File: src/rtl/tdc_pkg.sv
// tdc_pkg
//   Definitions shared by the TDC stimulus generator and the fine-counter
//   test harness: state encoding, default field widths and a width helper.
package tdc_pkg;

   localparam int DEF_DELAY_W = 16;
   localparam int DEF_WIDTH_W = 8;
   localparam int DEF_COUNT_W = 16;

   localparam logic [2:0] ST_IDLE = 3'd0;
   localparam logic [2:0] ST_ARM  = 3'd1;
   localparam logic [2:0] ST_FIRE = 3'd2;
   localparam logic [2:0] ST_HOLD = 3'd3;
   localparam logic [2:0] ST_GAP  = 3'd4;

   typedef enum logic [2:0] {
      S_IDLE = ST_IDLE,
      S_ARM  = ST_ARM,
      S_FIRE = ST_FIRE,
      S_HOLD = ST_HOLD,
      S_GAP  = ST_GAP
   } tdc_state_e;

   function automatic int max_w(input int a, input int b);
      return (a > b) ? a : b;
   endfunction

endpackage

File: src/rtl/tdc_interval_counter.sv
// tdc_interval_counter
//   Loadable down-counter that parks at zero, used to time the delay,
//   hold and gap phases of the stimulus generator.
// Ports:
//   clk, reset   clock and synchronous active-high reset
//   i_load       load i_load_val (takes priority over i_dec)
//   i_load_val   value loaded; the phase lasts i_load_val+1 cycles
//   i_dec        decrement by one, no effect once at zero
//   o_zero       count is zero (last cycle of the current phase)
module tdc_interval_counter #(
   parameter int CNT_W = 16
) (
   input  logic             clk,
   input  logic             reset,
   input  logic             i_load,
   input  logic [CNT_W-1:0] i_load_val,
   input  logic             i_dec,
   output logic             o_zero
);

   logic [CNT_W-1:0] r_count;

   always_ff @(posedge clk) begin
      if (reset) begin
         r_count <= '0;
      end else if (i_load) begin
         r_count <= i_load_val;
      end else if (i_dec && (r_count != '0)) begin
         r_count <= r_count - 1'b1;
      end
   end

   assign o_zero = (r_count == '0);

endmodule

File: src/rtl/tdc_stim_gen.sv
// tdc_stim_gen
//   Emits N start/stop pairs for the fine TDC channel. Each pair holds
//   start for D cycles, then start+stop for one cycle, then start alone for
//   W-1 cycles; pairs are separated by G idle cycles.
// Ports:
//   clk, reset          clock, synchronous active-high reset
//   cfg_valid/cfg_ready configuration handshake (ready only in IDLE)
//   cfg_delay/width/gap D, W, G in cycles (D,W >= 1, G >= 2 after saturation)
//   cfg_count           N pairs, 0 completes immediately
//   abort               cancel any running sequence
//   start_o, stop_o     registered pulse outputs
//   busy, done          activity flag, one-cycle completion pulse
//   pair_cnt            pairs completed since the last accept
module tdc_stim_gen
   import tdc_pkg::*;
#(
   parameter int DELAY_W = DEF_DELAY_W,
   parameter int WIDTH_W = DEF_WIDTH_W,
   parameter int COUNT_W = DEF_COUNT_W
) (
   input  logic               clk,
   input  logic               reset,
   input  logic               cfg_valid,
   output logic               cfg_ready,
   input  logic [DELAY_W-1:0] cfg_delay,
   input  logic [WIDTH_W-1:0] cfg_width,
   input  logic [DELAY_W-1:0] cfg_gap,
   input  logic [COUNT_W-1:0] cfg_count,
   input  logic               abort,
   output logic               start_o,
   output logic               stop_o,
   output logic               busy,
   output logic               done,
   output logic [COUNT_W-1:0] pair_cnt
);

   localparam int CNT_W = max_w(DELAY_W, WIDTH_W);

   // Config values are stored as (phase length - 1) so they load straight
   // into the interval counter.
   function automatic logic [DELAY_W-1:0] sat_delay_m1(input logic [DELAY_W-1:0] v);
      return (v == '0) ? '0 : v - 1'b1;
   endfunction

   function automatic logic [WIDTH_W-1:0] sat_width_m1(input logic [WIDTH_W-1:0] v);
      return (v == '0) ? '0 : v - 1'b1;
   endfunction

   function automatic logic [DELAY_W-1:0] sat_gap_m1(input logic [DELAY_W-1:0] v);
      return (v < DELAY_W'(2)) ? DELAY_W'(1) : v - 1'b1;
   endfunction

   tdc_state_e          r_state;
   tdc_state_e          w_next;
   logic [DELAY_W-1:0]  r_delay_m1;
   logic [WIDTH_W-1:0]  r_width_m1;
   logic [DELAY_W-1:0]  r_gap_m1;
   logic [COUNT_W-1:0]  r_remain;
   logic [COUNT_W-1:0]  r_pair_cnt;
   logic                r_start;
   logic                r_stop;
   logic                r_done;

   logic                w_accept;
   logic                w_last;
   logic                w_pair_end;
   logic                w_ld;
   logic                w_dec;
   logic [CNT_W-1:0]    w_ld_val;
   logic                w_zero;
   logic                w_start_nx;
   logic                w_stop_nx;
   logic                w_done_nx;

   assign cfg_ready = (r_state == S_IDLE) && !reset;
   assign w_accept  = cfg_valid && cfg_ready;
   assign w_last    = (r_remain <= COUNT_W'(1));

   tdc_interval_counter #(.CNT_W(CNT_W)) u_interval (
      .clk        (clk),
      .reset      (reset),
      .i_load     (w_ld),
      .i_load_val (w_ld_val),
      .i_dec      (w_dec),
      .o_zero     (w_zero)
   );

   always_comb begin
      w_next     = r_state;
      w_ld       = 1'b0;
      w_ld_val   = '0;
      w_dec      = 1'b0;
      w_pair_end = 1'b0;

      unique case (r_state)
         S_IDLE: begin
            if (w_accept && (cfg_count != '0)) begin
               w_next   = S_ARM;
               w_ld     = 1'b1;
               w_ld_val = CNT_W'(sat_delay_m1(cfg_delay));
            end
         end
         S_ARM: begin
            if (w_zero) w_next = S_FIRE;
            else        w_dec  = 1'b1;
         end
         S_FIRE: begin
            // W=1 ends the pair right after the stop cycle, no HOLD phase
            if (r_width_m1 == '0) begin
               w_pair_end = 1'b1;
            end else begin
               w_next   = S_HOLD;
               w_ld     = 1'b1;
               w_ld_val = CNT_W'(r_width_m1 - 1'b1);
            end
         end
         S_HOLD: begin
            if (w_zero) w_pair_end = 1'b1;
            else        w_dec      = 1'b1;
         end
         S_GAP: begin
            if (w_zero) begin
               w_next   = S_ARM;
               w_ld     = 1'b1;
               w_ld_val = CNT_W'(r_delay_m1);
            end else begin
               w_dec = 1'b1;
            end
         end
         default: w_next = S_IDLE;
      endcase

      if (w_pair_end) begin
         if (w_last) begin
            w_next = S_IDLE;
         end else begin
            w_next   = S_GAP;
            w_ld     = 1'b1;
            w_ld_val = CNT_W'(r_gap_m1);
         end
      end

      // abort overrides everything: no pair completion, no done
      if (abort && (r_state != S_IDLE)) begin
         w_next     = S_IDLE;
         w_ld       = 1'b0;
         w_dec      = 1'b0;
         w_pair_end = 1'b0;
      end
   end

   // Outputs are registered from the next state so start/stop come from flops.
   assign w_start_nx = (w_next == S_ARM) || (w_next == S_FIRE) || (w_next == S_HOLD);
   assign w_stop_nx  = (w_next == S_FIRE);
   assign w_done_nx  = (w_pair_end && w_last) || (w_accept && (cfg_count == '0));

   always_ff @(posedge clk) begin
      if (reset) begin
         r_state    <= S_IDLE;
         r_start    <= 1'b0;
         r_stop     <= 1'b0;
         r_done     <= 1'b0;
         r_pair_cnt <= '0;
         r_remain   <= '0;
      end else begin
         r_state <= w_next;
         r_start <= w_start_nx;
         r_stop  <= w_stop_nx;
         r_done  <= w_done_nx;
         if (w_accept) begin
            r_pair_cnt <= '0;
            r_remain   <= cfg_count;
         end else if (w_pair_end) begin
            if (r_pair_cnt != '1) r_pair_cnt <= r_pair_cnt + 1'b1;
            if (r_remain != '0)   r_remain   <= r_remain - 1'b1;
         end
      end
   end

   always_ff @(posedge clk) begin
      if (w_accept) begin
         r_delay_m1 <= sat_delay_m1(cfg_delay);
         r_width_m1 <= sat_width_m1(cfg_width);
         r_gap_m1   <= sat_gap_m1(cfg_gap);
      end
   end

   assign start_o  = r_start;
   assign stop_o   = r_stop;
   assign done     = r_done;
   assign busy     = (r_state != S_IDLE);
   assign pair_cnt = r_pair_cnt;

endmodule
File: config.mk
export PLATFORM = sky130hd
export DESIGN_NAME = tdc_stim_gen
export DESIGN_NICKNAME = d
export VERILOG_FILES = /design/src/rtl/tdc_pkg.sv /design/src/rtl/tdc_interval_counter.sv /design/src/rtl/tdc_stim_gen.sv
export SDC_FILE = /design/constraint.sdc
export NUM_CORES = 1
export LEC_CHECK = 0
export CAP_MARGIN = 20
export CORE_MARGIN = 5
export CORE_UTILIZATION = 45
export DETAILED_ROUTE_END_ITERATION = 12
export DONT_BUFFER_PORTS = 1
export GPL_ROUTABILITY_DRIVEN = 0
export SKIP_LAST_GASP = 1
export SYNTH_ARGS = -nofsm -noshare
export SYNTH_HDL_FRONTEND = slang
export SYNTH_SLANG_ARGS = --single-unit
export TNS_END_PERCENT = 5
File: constraint.sdc
create_clock -name clk -period 4.2 [get_ports clk]
set_clock_uncertainty 0.1 [all_clocks]
set_input_delay 1.05 -clock clk [delete_from_list [all_inputs] [get_ports clk]]
set_output_delay 1.05 -clock clk [all_outputs]
set_load 0.02 [all_outputs]
== Yosys cells after proc, flatten, opt, wreduce, memory -nomap -nowiden ==
Cells that the tools add are included.

* Register bits: 94
* Input port bits: 60

* Add/sub/neg operators: 7
* $lt $le $gt $ge: 2
* Equal/unequal tests: 8
* Mux-type cells: 33
* Reductions and logical operators: 28

{| class="wikitable"
|+ Operator list
! cell !! number
|-
| $mux 16 || 11
|-
| $sub 16x1->16 const B || 4
|-
| $logic_not 16->1 || 3
|-
| $pmux 16 s3 || 1
|-
| $reduce_bool 16->1 || 3
|-
| $mux 3 || 7
|-
| $add 16x1->16 const B || 1
|-
| $le 16x1->1 const B || 1
|-
| $logic_not 8->1 || 2
|-
| $lt 16x2->1 const B || 1
|-
| $ne 16x16->1 const B || 1
|-
| $pmux 3 s5 || 1
|-
| $eq 3x2->1 const B || 4
|-
| $mux 1 || 11
|-
| $sub 8x1->9 const B || 1
|-
| $sub 8x1->8 const B || 1
|-
| $logic_and 1x1->1 || 7
|-
| $eq 3x1->1 const B || 2
|-
| $reduce_bool 2->1 || 3
|-
| $reduce_and 2->1 || 2
|-
| $eq 3x3->1 const B || 1
|-
| $logic_not 3->1 || 1
|-
| $logic_or 1x1->1 || 3
|-
| $pmux 1 s3 || 1
|-
| 5 further kinds || 5
|}

== Logic depth before layout (Yosys ltp) ==
Gate-level depths: netlist (run 1).

* Depth in word-level cells: 11
* Depth in mapped cells: 11
* Depth with buffers taken out: 9

== By module ==
Synthesis (run 1) repeated with hierarchy kept, for this count alone.

* Cells, all modules: 638
* Area total of the unflattened synthesis: 5606.6 um2

{| class="wikitable"
|+ Modules (own cells, without submodules)
! module !! times used !! cells an instance !! area each (um2)
|-
| tdc_stim_gen || 1 || 524 || 4662.0
|-
| tdc_interval_counter || 1 || 114 || 944.7
|}

== Worst setup path before layout (run 1) ==
OpenSTA, ideal clock, no wires.

* Path kind: input to register
* Start: input port reset
* End: register r_remain[6]
* Setup time: 71 ps
* Arrival: 3335 ps
* Required time: 4029 ps
* Setup slack: 693 ps
* Cell stages on the path: 7
* Path through: clkbuf_1 -> inv_1 -> nand3b_1 -> inv_1 -> clkbuf_1 -> a222oi_1 -> nor2_1

* Longest elaborated chain between the ends: 5
* Elaborated cells on any way between the ends: 7

{| class="wikitable"
|+ RTL lines
! item !! RTL line !! source
|-
| start, declared || tdc_stim_gen.sv:22 || <nowiki>input logic reset,</nowiki>
|-
| $logic_not 1->1 (*) || tdc_stim_gen.sv:75 || <nowiki>assign cfg_ready = (r_state == S_IDLE) && !reset;</nowiki>
|-
| $logic_and 1x1->1 (*) || tdc_stim_gen.sv:75 ||
|-
| $logic_and 1x1->1 (*) || tdc_stim_gen.sv:76 || <nowiki>assign w_accept = cfg_valid && cfg_ready;</nowiki>
|-
| named net w_accept || tdc_stim_gen.sv:64 || <nowiki>logic w_accept;</nowiki>
|-
| $reduce_bool 2->1 (no line) || -- ||
|-
| $reduce_and 2->1 (no line) || -- ||
|-
| end signal, assigned || tdc_stim_gen.sv:172 || <nowiki>r_remain <= cfg_count;</nowiki>
|-
| end signal, assigned || tdc_stim_gen.sv:175 || <nowiki>if (r_remain != '0) r_remain <= r_remain - 1'b1;</nowiki>
|-
| end, declared || tdc_stim_gen.sv:58 || <nowiki>logic [COUNT_W-1:0] r_remain;</nowiki>
|}

Mark *: on every way through the listed nets, which the timed path passes. The rest lies on a longest branch.
A chain may end at the register's enable or synchronous reset.

== Final worst setup path (run 1) ==
* Start: register r_width_m1[0]
* End: register r_remain[13]

* Longest elaborated chain between the ends: 6

{| class="wikitable"
|+ RTL lines
! item !! RTL line !! source
|-
| start, declared || tdc_stim_gen.sv:56 || <nowiki>logic [WIDTH_W-1:0] r_width_m1;</nowiki>
|-
| start signal, assigned || tdc_stim_gen.sv:183 || <nowiki>r_width_m1 <= sat_width_m1(cfg_width);</nowiki>
|-
| $logic_not 8->1 || tdc_stim_gen.sv:109 || <nowiki>if (r_width_m1 == '0) begin</nowiki>
|-
| $mux 1 || tdc_stim_gen.sv:109 ||
|-
| $pmux 1 s2 || tdc_stim_gen.sv:95 || <nowiki>unique case (r_state)</nowiki>
|-
| $mux 1 || tdc_stim_gen.sv:144 || <nowiki>if (abort && (r_state != S_IDLE)) begin</nowiki>
|-
| $reduce_bool 2->1 (no line) || -- ||
|-
| $reduce_and 2->1 (no line) || -- ||
|}

Every way passes these cells.

==> run summary, run 1 <==
status - complete, no violations
GR Overflow Total - 0
hpwl dp - 9.57 mm
Fin. Hold Viols - 0
Die W - 120 um
syn nets - 680
Arrival @ worst endpoint - 3.65 ns
Iter 0 DRT Violations - 284
R2R setup slack - 0.73 ns
post-cts gate resize count - 0
clock sink count - 94
min cycle time layout - 3.47 ns
core area - 11900 um^2
kind of critical path - flip-flop to flip-flop
vias in the first global route - 4314
layout cells sized above 1 - 6.08%
Async SR Flop Fraction - 0%
placed cell count - 740
Clk Tree Root Cell - clkbuf_16
drt wl/cell - 16.9 um
postcts setup bufs - 0
# setup viols final - 0
number of diodes - 0
most common cell after layout, fill and taps aside - nor2_1
Port Buffers - 0
synthesis-to-finish area growth - 7.46%
Worst Min Path Start - r_remain[5]
initial antenna violation count - 0
Fill cells - 1140
first-pass GRT wire length - 21.3 mm
drt total wl - 12.8 mm
pin count of the biggest net entering global routing - 54
DIE AREA - 14300 um^2
gr usage total - 18.4%
CP Launch Type - flip-flop
Levels on crit path - 9
CP cell instances - inv_1 -> ha_1 -> or4b_1 -> nor4_2 -> a31oi_1 -> or3_1 -> or4_1 -> or4_1 -> a31oi_1
Worst-Margin Slew - 0.796 ns
DR vias/cell - 5.97
Post-synth EDFFs - 40
crit path to - r_remain[13]
Critical Path Sink Type - flip-flop
Worst Path Max Fanout - 9
synthesized cell area - 5400 um^2
Distinct cells, synth - 62
Worst R2R Start - r_width_m1[0]
clk buf depth - 2
Post-synth top flop - dfxtp_1
RSZ-0062 raised after global routing - no
Worst Setup SP - r_width_m1[0]
Die H - 120 um
synth warn - 0
most frequent cells in the layout - nor2_1, dfxtp_1, nand2_1
Synth Area per Inst - 8.83 um^2
clock-pin slew on the worst setup and hold paths - 0.07 ns
Pre-antenna DRT Iters - 5
TritonCTS Buffers - 9
Reg area - 2280 um^2
placed cell area - 5530 um^2
Starting Density - 45.5%
htree depth - 3
finished layout cell area - 5800 um^2
number of routed nets with antenna violations - 0
clock latency on the worst-skew pair - 0.35 ns
Max Slew Vio Count - 0
Hold Crit Class - flip-flop to flip-flop
FF+latch count, synth - 94
hold bufs inserted after CTS - 0
Lkg Pwr - 1.93 nW
via count - 4514
Max VDD drop - 306 uV
power per cell area - 379 nW/um^2
CTS tree - done
TNS Setup - 0 ns
Max-slew headroom - 46.5%
cell count after synthesis - 611
Critical Path RT - 4.38 ns
Worst Path Buf+Inv - 1
post-route clock period utilization - 82.7%
I/O pin cnt - 81
slowest stage cell, crit path - or4_1
Max Freq - 0.288 GHz
Non-Filler Instances - 756
Max stage delay on crit path - 0.59 ns
drt drc - 0
row count - 40
worst reg2reg path endpoint - r_remain[13]
Final nets - 673
R2R cell count - 9
max-cap violation count - 0
Seq/Total Area, Yosys - 42.3%
Multi-input gate area - 2940 um^2
delay-heaviest family, CP - simple AND/OR/NAND/NOR gates
[how the worst min path moves through the flow]
stage,endpoint,slack [ns],cells after the start
4_1_cts,r_remain[5],0.39,2
2_1_floorplan,r_remain[5],0.35,2
5_1_grt,r_remain[5],0.42,2
6_report,r_remain[5],0.39,2
3_5_place_dp,r_remain[5],0.37,2
3_3_place_gp,r_remain[5],0.36,2
[worst reg2reg max path, delay by kind of cell (launching register included)]
kind / cells / cell delay [ns]
flip-flops: 1 / 0.41
AO/OA/AOI/OAI: 2 / 0.28
buffers and inverters: 1 / 0.08
AND/OR/NAND/NOR: 5 / 2.38
adder cells (fa/ha/maj): 1 / 0.16
[report_power, final]
group / internal [W] / leakage, nW / switching, W
clock: 0.000401 / 0.122 / 0.000345
combinational: 0.000149 / 1.00 / 0.000216
sequential: 0.00102 / 0.812 / 0.0000622
[synthesized netlist by cell type (4+ instances only)]
library cell / instances / area share, %
nor2_1: 95 / 6.6
dfxtp_1: 54 / 20
nand2_1: 48 / 3.3
edfxtp_1: 40 / 22
a21oi_1: 32 / 3.0
xor2_1: 29 / 4.7
nor3_1: 28 / 2.6
nor4_1: 23 / 2.7
xnor2_1: 21 / 3.4
clkbuf_1: 19 / 1.3
inv_1: 19 / 1.3
nand3_1: 17 / 1.6
or3_1: 16 / 1.9
a211oi_1: 15 / 2.1
nand4_1: 12 / 1.4
o31ai_1: 10 / 1.4
and3_1: 9 / 1.0
ha_1: 9 / 2.1
o21ai_0: 8 / 0.74
or4_1: 7 / 0.97
a221oi_1: 6 / 0.97
a31oi_1: 6 / 0.70
o211ai_1: 6 / 0.83
nand2b_1: 5 / 0.58
a22oi_1: 4 / 0.56
a311oi_1: 4 / 0.65
and2_1: 4 / 0.46
buf_2: 4 / 0.37
mux2_2: 4 / 0.83
nor3b_1: 4 / 0.56
o31a_1: 4 / 0.65
or2_2: 4 / 0.46
[through the flow]
step / hold slack (ns) / setup slack, ns / power [W] / util (%)
after floorplan: 0.351 / 0.693 / 0.00139 / -
after global placement: 0.362 / 0.581 / 0.00146 / 46.6
after detailed placement: 0.369 / 0.481 / 0.00147 / 46.6
after CTS: 0.386 / 0.729 / 0.00222 / 48.9
after global routing: 0.418 / 0.542 / 0.00232 / 48.9
final: 0.393 / 0.727 / 0.00220 / 48.9
[cell families after synthesis]
kind of cell | count (synthesis) | synth area share, %
DFF | 94 | 42.3
xor gates and xnor gates | 50 | 8.11
muxes | 7 | 1.39
AOI/OAI and AO/OA | 118 | 15.8
adders and majority gates | 9 | 2.09
buffers and inverters | 44 | 3.22
and+or+nand+nor | 289 | 27.1
[metal layers]
layer	GRT usage (%)	part of all wire (%)
met5	0	0
met4	7.16	2.0
met3	5.04	6.5
met2	29.9	46
met1	23.5	45
[registers in the layout, summed over array words and instances (netlist names)]
signal	cells
pair_cnt	16
r_delay_m1	16
r_gap_m1	16
r_remain	16
u_interval.r_count	16
r_width_m1	8
r_state	3
done	1
start_o	1
stop_o	1
[final cells by class]
cell class | count | share of cell area [%]
Multi-Input combinational cell | 473 | 50.7
Clock buffer | 11 | 4.01
Timing Repair Buffer | 7 | 0.906
Inverter | 19 | 1.23
Sequential cell | 94 | 39.3
Tap cell | 147 | 3.17
Clock inverter | 5 | 0.626
No activity file was read; power rests on OpenSTA's default activity.
==> inputs of run 2 (changes only) <==
Clock period 4.2 ns to 3.35 ns, I/O delays scaled along.
==> run 2 against run 1 <==
  * First-iteration DRC count up 20%
  * Critical path depth unchanged
  * The run now ends with setup timing left
  * Core utilization up 0.76 points
  * Setup slack worse by 0.73 ns
  * Sequential power up 26%
  * Final cell count up 1.7%
  * Critical endpoint unchanged
  * Global-route usage down 0.47 points
  * Final area up 1.6%
  * Flip-flop and latch count unchanged
  * Worst hold slack worse by 0.020 ns
  * Maximum frequency up 3.6%
==> run summary, run 2 (synthesized netlist as in run 1, its figures left out) <==
status - complete, but fails checks
failing checks - setup timing
Critical Path Sink Type - flip-flop
gr usage total - 18.0%
# setup viols final - 1
Max-slew headroom - 57.7%
Fin. Hold Viols - 0
Hold Crit Class - flip-flop to flip-flop
hold bufs inserted after CTS - 0
Die W - 120 um
Worst-Margin Slew - 0.634 ns
row count - 40
TNS Setup - -0.00200 ns
kind of critical path - flip-flop to flip-flop
CP Launch Type - flip-flop
I/O pin cnt - 81
Clk Tree Root Cell - clkbuf_16
via count - 4544
Max Slew Vio Count - 0
delay-heaviest family, CP - simple AND/OR/NAND/NOR gates
worst hold margin - 0.373 ns
Port Buffers - 0
power per cell area - 466 nW/um^2
DIE AREA - 14300 um^2
CP cell instances - inv_1 -> ha_1 -> or4b_1 -> nor4_2 -> a31oi_1 -> or3_1 -> or4_1 -> or4_1 -> a31oi_1
Pre-antenna DRT Iters - 5
Max VDD drop - 198 uV
max-cap violation count - 0
Max Freq - 0.298 GHz
postcts setup bufs - 0
most frequent cells in the layout - nor2_1, dfxtp_1, nand2_1
Lkg Pwr - 2.00 nW
Worst Path Max Fanout - 7
CTS tree - done
min cycle time layout - 3.35 ns
core area - 11900 um^2
Final nets - 686
Max stage delay on crit path - 0.55 ns
first-pass GRT wire length - 21.1 mm
clock latency on the worst-skew pair - 0.34 ns
RSZ-0062 raised after global routing - yes
initial antenna violation count - 0
hpwl dp - 9.49 mm
drt drc - 0
post-route clock period utilization - 100%
layout cells sized above 1 - 7.88%
slowest stage cell, crit path - or4_1
pin count of the biggest net entering global routing - 54
final worst setup slack - -0.00200 ns
most common cell after layout, fill and taps aside - nor2_1
htree depth - 3
Starting Density - 45.5%
synthesis-to-finish area growth - 9.13%
clock-pin slew on the worst setup and hold paths - 0.06 ns
Arrival @ worst endpoint - 3.52 ns
clock sink count - 94
clk buf depth - 2
number of diodes - 0
GR Overflow Total - 0
Die H - 120 um
DR vias/cell - 5.91
number of routed nets with antenna violations - 0
post-cts gate resize count - 0
TritonCTS Buffers - 9
Critical Path RT - 3.52 ns
drt total wl - 12.7 mm
drt wl/cell - 16.5 um
Iter 0 DRT Violations - 340
Worst Path Buf+Inv - 1
vias in the first global route - 4422
run 2: cell types whose count changed in the layout (fill, tap and decap cells not counted), sizes merged:
cell,change
buf,+13
clkinv,+1
clkinvlp,-1
run 2: layer usage:
layer / track usage (%) / share of wire [%]
met5: 0 / 0
met4: 5.94 / 1.6
met3: 4.19 / 6.3
met2: 30.1 / 47
met1: 22.9 / 45
run 2: worst min-delay path, cell delays in order (launching register included):
cell     delay [ns]
dfxtp_1        0.32
nand3_1        0.06
a21oi_1        0.05
run 2: area by class of cell:
cell class / instances / area (um^2)
Inverter: 19 / 71.3
Sequential cell: 94 / 2280
Clock buffer: 11 / 233
Tap cell: 147 / 184
Multi-Input combinational cell: 473 / 2940
Timing Repair Buffer: 20 / 150
Clock inverter: 5 / 27.5
Fill cell: 1126 / 5970
run 2: worst paths after layout:
check,start,to,slack [ns],cells after the start
hold / removal,r_remain[5],r_remain[5],0.37,2
hold reg to reg,r_remain[5],r_remain[5],0.37,2
setup / recovery,r_width_m1[0],r_remain[13],-0.002,9
setup reg to reg,r_width_m1[0],r_remain[13],-0.002,9
run 2: per-stage QoR:
step                area [um^2]  utilization, %  total power (W)  setup slack (ns)  instances
floorplan                  5400               -          0.00174            0.0559        611
finish                     5890            49.7          0.00275          -0.00200        769
global route               5890            49.7          0.00289            -0.122        769
global placement           5630            47.5          0.00185            0.0819        753
CTS                        5890            49.7          0.00277           0.00224        769
detailed placement         5630            47.5          0.00186           0.00967        753
run 2: where the power goes:
| part | switching [W] | internal, W |
|---|---|---|
| Clock | 0.000414 | 0.000497 |
| Combinational | 0.000275 | 0.000198 |
| Sequential | 0.0000781 | 0.00128 |
